$ cat src/rtl/tile_writer_if.sv
// Request and LCD-bus bundle for tile_writer: control/status plus the 8080-style wr/dcx/D pins.
interface tile_writer_if #(
   parameter int unsigned GRID_BITS = 4
);
   logic                 init;
   logic                 start;
   logic [GRID_BITS-1:0] x;
   logic [GRID_BITS-1:0] y;
   logic [2:0]           obj_code;
   logic                 busy;
   logic                 done;
   logic                 wr;
   logic                 dcx;
   logic [7:0]           D;

   modport master (
      output init, start, x, y, obj_code,
      input  busy, done, wr, dcx, D
   );

   modport slave (
      input  init, start, x, y, obj_code,
      output busy, done, wr, dcx, D
   );
endinterface

$ cat src/rtl/tile_writer.sv
// Draws one TILE_PX x TILE_PX tile (or runs panel init) over an 8-bit 8080-style LCD bus.
// Define TILE_BORDER_EN to paint the outermost pixel ring of each tile black.
module tile_writer #(
   parameter int unsigned GRID_BITS = 4,
   parameter int unsigned TILE_PX   = 16,
   parameter int unsigned WR_DIV    = 2,
   parameter int unsigned INIT_WAIT = 1024
) (
   input logic          clk,
   input logic          rst,
   tile_writer_if.slave bus
);

   localparam int unsigned TP_LOG   = $clog2(TILE_PX);
   localparam int unsigned PIX_W    = 2 * TP_LOG + 1;
   localparam int unsigned PIX_LAST = TILE_PX * TILE_PX - 1;
   localparam int unsigned CNT_MAX  = (INIT_WAIT > WR_DIV) ? INIT_WAIT : WR_DIV;
   localparam int unsigned CNT_W    = $clog2(CNT_MAX + 1);
   localparam int unsigned STEP_W   = 4;
   localparam int unsigned STEP_PIX = 11;
   localparam int unsigned STEP_INIT_LAST = 4;

   typedef enum logic [2:0] {
      S_IDLE,
      S_LOAD,
      S_BYTE_LO,
      S_BYTE_HI,
      S_DELAY,
      S_FIN
   } state_t;

   state_t               state, state_n;
   logic [CNT_W-1:0]     cnt, cnt_n;
   logic [STEP_W-1:0]    step, step_n;
   logic                 half, half_n;
   logic [PIX_W-1:0]     pix, pix_n;
   logic                 mode_init, mode_n;
   logic [GRID_BITS-1:0] x_q, x_n, y_q, y_n;
   logic [2:0]           obj_q, obj_n;
   logic                 wr_q, wr_n, dcx_q, dcx_n, busy_q, busy_n, done_q, done_n;
   logic [7:0]           d_q, d_n;
   logic [15:0]          colour;
   logic                 last_byte;
   logic [15:0]          xs_c, xe_c, ys_c, ye_c;
`ifdef TILE_BORDER_EN
   logic [TP_LOG-1:0]    row, col;
`endif

   assign xs_c = 16'(x_q) << TP_LOG;
   assign xe_c = xs_c + 16'(TILE_PX - 1);
   assign ys_c = 16'(y_q) << TP_LOG;
   assign ye_c = ys_c + 16'(TILE_PX - 1);

   assign bus.wr   = wr_q;
   assign bus.dcx  = dcx_q;
   assign bus.D    = d_q;
   assign bus.busy = busy_q;
   assign bus.done = done_q;

   function automatic logic [15:0] palette(input logic [2:0] code);
      case (code)
         3'd0:    palette = 16'h0000;
         3'd1:    palette = 16'hFFFF;
         3'd2:    palette = 16'hF800;
         3'd3:    palette = 16'h07E0;
         3'd4:    palette = 16'h001F;
         3'd5:    palette = 16'hFFE0;
         3'd6:    palette = 16'h07FF;
         default: palette = 16'hF81F;
      endcase
   endfunction

   // {dcx, byte} for a given position in the init or tile sequence
   function automatic logic [8:0] seq_byte(
      input logic              is_init,
      input logic [STEP_W-1:0] s,
      input logic              h,
      input logic [15:0]       col_w,
      input logic [15:0]       xs,
      input logic [15:0]       xe,
      input logic [15:0]       ys,
      input logic [15:0]       ye
   );
      if (is_init) begin
         case (s)
            4'd0:    seq_byte = {1'b0, 8'h01};
            4'd1:    seq_byte = {1'b0, 8'h11};
            4'd2:    seq_byte = {1'b0, 8'h3A};
            4'd3:    seq_byte = {1'b1, 8'h55};
            default: seq_byte = {1'b0, 8'h29};
         endcase
      end else begin
         case (s)
            4'd0:    seq_byte = {1'b0, 8'h2A};
            4'd1:    seq_byte = {1'b1, xs[15:8]};
            4'd2:    seq_byte = {1'b1, xs[7:0]};
            4'd3:    seq_byte = {1'b1, xe[15:8]};
            4'd4:    seq_byte = {1'b1, xe[7:0]};
            4'd5:    seq_byte = {1'b0, 8'h2B};
            4'd6:    seq_byte = {1'b1, ys[15:8]};
            4'd7:    seq_byte = {1'b1, ys[7:0]};
            4'd8:    seq_byte = {1'b1, ye[15:8]};
            4'd9:    seq_byte = {1'b1, ye[7:0]};
            4'd10:   seq_byte = {1'b0, 8'h2C};
            default: seq_byte = {1'b1, h ? col_w[7:0] : col_w[15:8]};
         endcase
      end
   endfunction

   always_ff @(posedge clk or posedge rst) begin
      if (rst) begin
         state     <= S_IDLE;
         cnt       <= '0;
         step      <= '0;
         half      <= 1'b0;
         pix       <= '0;
         mode_init <= 1'b0;
         x_q       <= '0;
         y_q       <= '0;
         obj_q     <= '0;
         wr_q      <= 1'b1;
         dcx_q     <= 1'b1;
         d_q       <= 8'h00;
         busy_q    <= 1'b0;
         done_q    <= 1'b0;
      end else begin
         state     <= state_n;
         cnt       <= cnt_n;
         step      <= step_n;
         half      <= half_n;
         pix       <= pix_n;
         mode_init <= mode_n;
         x_q       <= x_n;
         y_q       <= y_n;
         obj_q     <= obj_n;
         wr_q      <= wr_n;
         dcx_q     <= dcx_n;
         d_q       <= d_n;
         busy_q    <= busy_n;
         done_q    <= done_n;
      end
   end

   always_comb begin
      state_n = state;
      cnt_n   = cnt;
      step_n  = step;
      half_n  = half;
      pix_n   = pix;
      mode_n  = mode_init;
      x_n     = x_q;
      y_n     = y_q;
      obj_n   = obj_q;
      dcx_n   = dcx_q;
      d_n     = d_q;
      colour  = 16'h0000;

      last_byte = mode_init ? (step == STEP_W'(STEP_INIT_LAST))
                            : (step == STEP_W'(STEP_PIX) && half && pix == PIX_W'(PIX_LAST));

      case (state)
         S_IDLE: begin
            // init wins over a simultaneous start
            if (bus.init || bus.start) begin
               mode_n  = bus.init;
               x_n     = bus.x;
               y_n     = bus.y;
               obj_n   = bus.obj_code;
               state_n = S_LOAD;
            end
         end
         S_LOAD: begin
            step_n  = '0;
            half_n  = 1'b0;
            pix_n   = '0;
            cnt_n   = '0;
            state_n = S_BYTE_LO;
         end
         S_BYTE_LO: begin
            if (cnt == CNT_W'(WR_DIV - 1)) begin
               cnt_n   = '0;
               state_n = S_BYTE_HI;
            end else begin
               cnt_n = cnt + CNT_W'(1);
            end
         end
         S_BYTE_HI: begin
            if (cnt == CNT_W'(WR_DIV - 1)) begin
               cnt_n = '0;
               if (last_byte) begin
                  state_n = S_FIN;
               end else begin
                  if (mode_init || step < STEP_W'(STEP_PIX)) begin
                     step_n = step + STEP_W'(1);
                  end else if (half) begin
                     half_n = 1'b0;
                     pix_n  = pix + PIX_W'(1);
                  end else begin
                     half_n = 1'b1;
                  end
                  // SWRESET and SLPOUT need the panel to settle before the next byte
                  state_n = (mode_init && step <= STEP_W'(1)) ? S_DELAY : S_BYTE_LO;
               end
            end else begin
               cnt_n = cnt + CNT_W'(1);
            end
         end
         S_DELAY: begin
            if (cnt == CNT_W'(INIT_WAIT - 1)) begin
               cnt_n   = '0;
               state_n = S_BYTE_LO;
            end else begin
               cnt_n = cnt + CNT_W'(1);
            end
         end
         S_FIN: begin
            state_n = S_IDLE;
         end
         default: begin
            state_n = S_IDLE;
         end
      endcase

`ifdef TILE_BORDER_EN
      row    = TP_LOG'(pix_n >> TP_LOG);
      col    = TP_LOG'(pix_n);
      colour = (row == '0 || row == TP_LOG'(TILE_PX - 1) ||
                col == '0 || col == TP_LOG'(TILE_PX - 1)) ? 16'h0000 : palette(obj_q);
`else
      colour = palette(obj_q);
`endif

      // D/dcx only move on the edge that starts a new low phase
      if (state_n == S_BYTE_LO && state != S_BYTE_LO) begin
         {dcx_n, d_n} = seq_byte(mode_n, step_n, half_n, colour, xs_c, xe_c, ys_c, ye_c);
      end

      wr_n   = (state_n != S_BYTE_LO);
      busy_n = (state_n == S_BYTE_LO) || (state_n == S_BYTE_HI) ||
               (state_n == S_DELAY)   || (state_n == S_FIN);
      done_n = (state_n == S_FIN);
   end

endmodule

$ cat src/flat_wrapper.sv
// flat-port wrapper written by rule: the top's interface ports become plain ports
module tile_writer_flat 
#(
   parameter int unsigned GRID_BITS = 4,
   parameter int unsigned TILE_PX   = 16,
   parameter int unsigned WR_DIV    = 2,
   parameter int unsigned INIT_WAIT = 1024
)
  (clk, rst, bus_init, bus_start, bus_x, bus_y, bus_obj_code, bus_busy, bus_done, bus_wr, bus_dcx, bus_D);
  tile_writer_if #(.GRID_BITS(GRID_BITS)) bus_i ();
  input logic clk;
  input logic rst;
  input wire logic [$bits(bus_i.init)-1:0] bus_init;
  input wire logic [$bits(bus_i.start)-1:0] bus_start;
  input wire logic [$bits(bus_i.x)-1:0] bus_x;
  input wire logic [$bits(bus_i.y)-1:0] bus_y;
  input wire logic [$bits(bus_i.obj_code)-1:0] bus_obj_code;
  output wire logic [$bits(bus_i.busy)-1:0] bus_busy;
  output wire logic [$bits(bus_i.done)-1:0] bus_done;
  output wire logic [$bits(bus_i.wr)-1:0] bus_wr;
  output wire logic [$bits(bus_i.dcx)-1:0] bus_dcx;
  output wire logic [$bits(bus_i.D)-1:0] bus_D;
  assign bus_i.init = bus_init;
  assign bus_i.start = bus_start;
  assign bus_i.x = bus_x;
  assign bus_i.y = bus_y;
  assign bus_i.obj_code = bus_obj_code;
  assign bus_busy = bus_i.busy;
  assign bus_done = bus_i.done;
  assign bus_wr = bus_i.wr;
  assign bus_dcx = bus_i.dcx;
  assign bus_D = bus_i.D;
  tile_writer #(.GRID_BITS(GRID_BITS), .TILE_PX(TILE_PX), .WR_DIV(WR_DIV), .INIT_WAIT(INIT_WAIT)) u_core (.clk(clk), .rst(rst), .bus(bus_i));
endmodule
$ cat config.mk
export PLATFORM = sky130hd
export DESIGN_NAME = tile_writer_flat
export DESIGN_NICKNAME = d
export VERILOG_FILES = /design/src/rtl/tile_writer_if.sv /design/src/rtl/tile_writer.sv /design/src/flat_wrapper.sv
export SDC_FILE = /design/constraint.sdc
export NUM_CORES = 1
export LEC_CHECK = 0
export CAP_MARGIN = 30
export CORE_MARGIN = 5
export CORE_UTILIZATION = 56
export CTS_CLUSTER_DIAMETER = 60
export CTS_CLUSTER_SIZE = 20
export DETAILED_ROUTE_END_ITERATION = 6
export PLACE_DENSITY = 0.84
export SLEW_MARGIN = 25
export SYNTH_ARGS = -nofsm -noshare
export SYNTH_HDL_FRONTEND = slang
export SYNTH_SLANG_ARGS = --single-unit
$ cat constraint.sdc
create_clock -name clk -period 7.9 [get_ports clk]
set_clock_uncertainty 0.2 [all_clocks]
set_input_delay 1.58 -clock clk [delete_from_list [all_inputs] [get_ports clk]]
set_output_delay 1.58 -clock clk [all_outputs]
set_load 0.01 [all_outputs]
==> summary.md <==
| Metric | Value |
|---|---|
| Cts bufs inserted | 5 |
| Syn Area/Cell | 9.212 µm² |
| Ratio of cells with drive above 1 in the final layout | 0.1058 |
| #FFs+latches synth | 52 |
| Startpoint types | input pin |
| Die H | 84.68 µm |
| GR met2 Demand/Resource | 0.3153 |
| Synth unique cells | 65 |
| Crit path buffers/inverters | 1 |
| Main area contributors after synthesis | dfrtp_1 (40%), o21ai_0 (4.6%), mux2_2 (4.3%), nand2_1 (4.2%), nand3_1 (3.5%) |
| CTS Buffer Depth | 2 |
| Post-layout util | 0.6381 |
| Post-route ant nets | 0 |
| Cts hold-fix bufs | 0 |
| FP Rows | 27 |
| Post-synth EDFFs | 0 |
| Final HPWL DP | 5.039 mm |
| CP max stage delay | 0.60 ns |
| Synth async-reset ratio | 1.000 |
| Mapped Nets | 362 |
| Pwr Density | 338.5 nW/µm² |
| Wire per inst | 16.28 µm |
| Max-cap viol count | 0 |
| Fin. Hold Viols | 0 |
| Static Leak | 0.001413 µW |
| Area share of the largest cell type after synthesis | 0.4006 |
| Clock Latency Late Sink | 0.31 ns |
| Pin count of the biggest net entering global routing | 53 |
| Drt first pass iters | 4 |
| Worst-Margin Slew | 0.8984 ns |
| Grt total ovfl | 0 |
| Grt met1 use | 0.2761 |
| Synth Cell Area | 3123 µm² |
| CP Data Arrival Time | 4.29 ns |
| GRT Overall Usage | 0.2020 |
| Final setup violation count | 0 |
| Worst hold path class | reg2reg |
| Critical Path RT | 7.93 ns |
| Final RePlAce weighted congestion | 0.8898 |
| Htree depth | 2 |
| Clock sinks | 52 |
| Yosys top cell by area | dfrtp_1 |
| DP Worst Slack | 3.359 ns |
| Worst setup path class | in2reg |
| Post-Syn Instances | 339 |
| Synth cell count leaders | dfrtp_1 (50), nand2_1 (35), o21ai_0 (29) |
| Core area | 5473 µm² |
| Gr busiest metal | met2 |
| Worst R2R Setup Slack | 4.07 ns |
| Number of global-route vias before repair | 2,534 |
| Initial antenna violation count | 0 |
| Clk Tree Root Cell | clkbuf_8 |
| Final Cycle Share | 0.5400 |
| Clock-pin slew on the worst setup and hold paths | 0.10 ns |
| Post-layout minimum cycle time | 4.266 ns |
| CP cell instances | clkdlybuf4s50_1 -> o21a_1 -> a311o_1 -> a211oi_4 -> nand2_1 -> a2111o_1 -> o211ai_1 |
| WL final | 7.018 mm |
| CP Capture Type | flip-flop |
| I/O Buffers | 26 |
| Met3 Use GR | 0.03827 |
| Status | completed |
| FMAX | 234.4 MHz |
| CTS tree | done |
| Max-slew violation count | 0 |
| Layout area overhead | 11.82% |
| Vias | 2,673 |
| Nets | 381 |
| Fin Setup TNS | 0 ns |
| Die area | 7170 µm² |
| Initial Util | 0.5706 |
| Die X | 84.68 µm |
| Worst path slowest cell | a211oi_4 |
| Post-CTS resize count | 0 |
| Ant. Diodes | 0 |
| Count leader, synth | dfrtp_1 |
| Register area share after synthesis | 0.4175 |
| I/O pin cnt | 27 |
| CP Max Fanout | 18 |
| Slew margin rel. | 0.3965 |
| Synth Flop Type | dfrtp_1 |
| Initial DRC count | 238 |
| Postcts setup bufs | 0 |
| Final WS setup | 3.634 ns |
| Delay-heaviest family, CP | compound AO/OA/AOI/OAI gates |
| Synth warnings | 0 |
| RSZ-0062 raised after global routing | no |
| DR DRC count | 0 |
| First-pass GRT wire length | 11.97 mm |
| Max IR drop VDD | 198.5 µV |
| Vias per cell | 6.202 |
-- area by class of cell --
class	instances	area (µm²)
clock buffer	5	68.82
clock inverter	3	22.52
sequential	52	1304
fill	463	1981
timing repair buffer	26	260.3
tap	72	90.09
multi-input combinational	258	1688
inverter	15	58.81
-- cell usage in the layout (no fill, tap or decap), types with 5 or more instances in the layout --
cell type,netlist,layout
o21ai_0,29,29
nor3_1,7,7
nor2b_1,6,6
nand2b_1,5,5
mux2_2,12,12
o31ai_1,6,6
ha_1,8,8
clkbuf_8,0,5
dfrtp_1,50,50
a21oi_1,19,18
nand2_1,35,35
nor2_1,24,24
nand3_1,22,22
nand4_1,5,5
a31oi_1,5,5
o21a_1,5,5
inv_1,12,11
clkdlybuf4s50_1,0,26
-- report_power, final --
part           internal (µW)  leakage [µW]  switching (µW)
Clock                   63.7     0.0000485            92.1
Sequential               350      0.000663            87.5
Combinational            253      0.000701             336
Total                    667       0.00141             515
-- worst paths after layout --
check                               from              end  cells after the start
max in group asynchronous            rst  u_core.bus.done                      2
max                            bus_start  u_core.bus.D[4]                      7
min in group asynchronous            rst  u_core.obj_q[0]                      2
min reg2reg                u_core.x_q[2]    u_core.x_q[2]                      1
min                        u_core.x_q[2]    u_core.x_q[2]                      1
max reg2reg                u_core.pix[0]  u_core.bus.D[4]                     12
-- sequential cells by signal, summed over array words and instances (netlist names), 3 cells and up --
name and count:
u_core.state 3, u_core.obj_q 3, u_core.pix 9, u_core.cnt 11, u_core.step 4, u_core.x_q 4
u_core.y_q 4, u_core.bus.D 8
-- cells by family after synthesis --
| kind of cell | share of synthesized area |
|---|---|
| and+or+nand+nor | 0.2220 |
| xor gates and xnor gates | 0.02204 |
| buffers and inverters | 0.04327 |
| adders and majority gates | 0.03205 |
| AOI/OAI and AO/OA | 0.2103 |
| DFF | 0.4175 |
| muxes | 0.05289 |
-- metal layers --
metal  up-vias  wire length (µm)
met3        16               395
met2        99              3287
met4         0               184
met1      1267              3150
met5         -                 0
li1       1291                 -
-- metrics by stage --
step	total power (µW)	hold slack, ns	area [µm²]	instances
2_1_floorplan	850.5	0.2688	3123	339
3_3_place_gp	998.9	0.2824	3395	423
3_5_place_dp	1019	0.3019	3397	423
4_1_cts	1175	0.3232	3488	431
5_1_grt	1274	0.3479	3492	431
6_report	1182	0.3236	3492	431
Note: power is estimated with default switching activity, not from simulation.
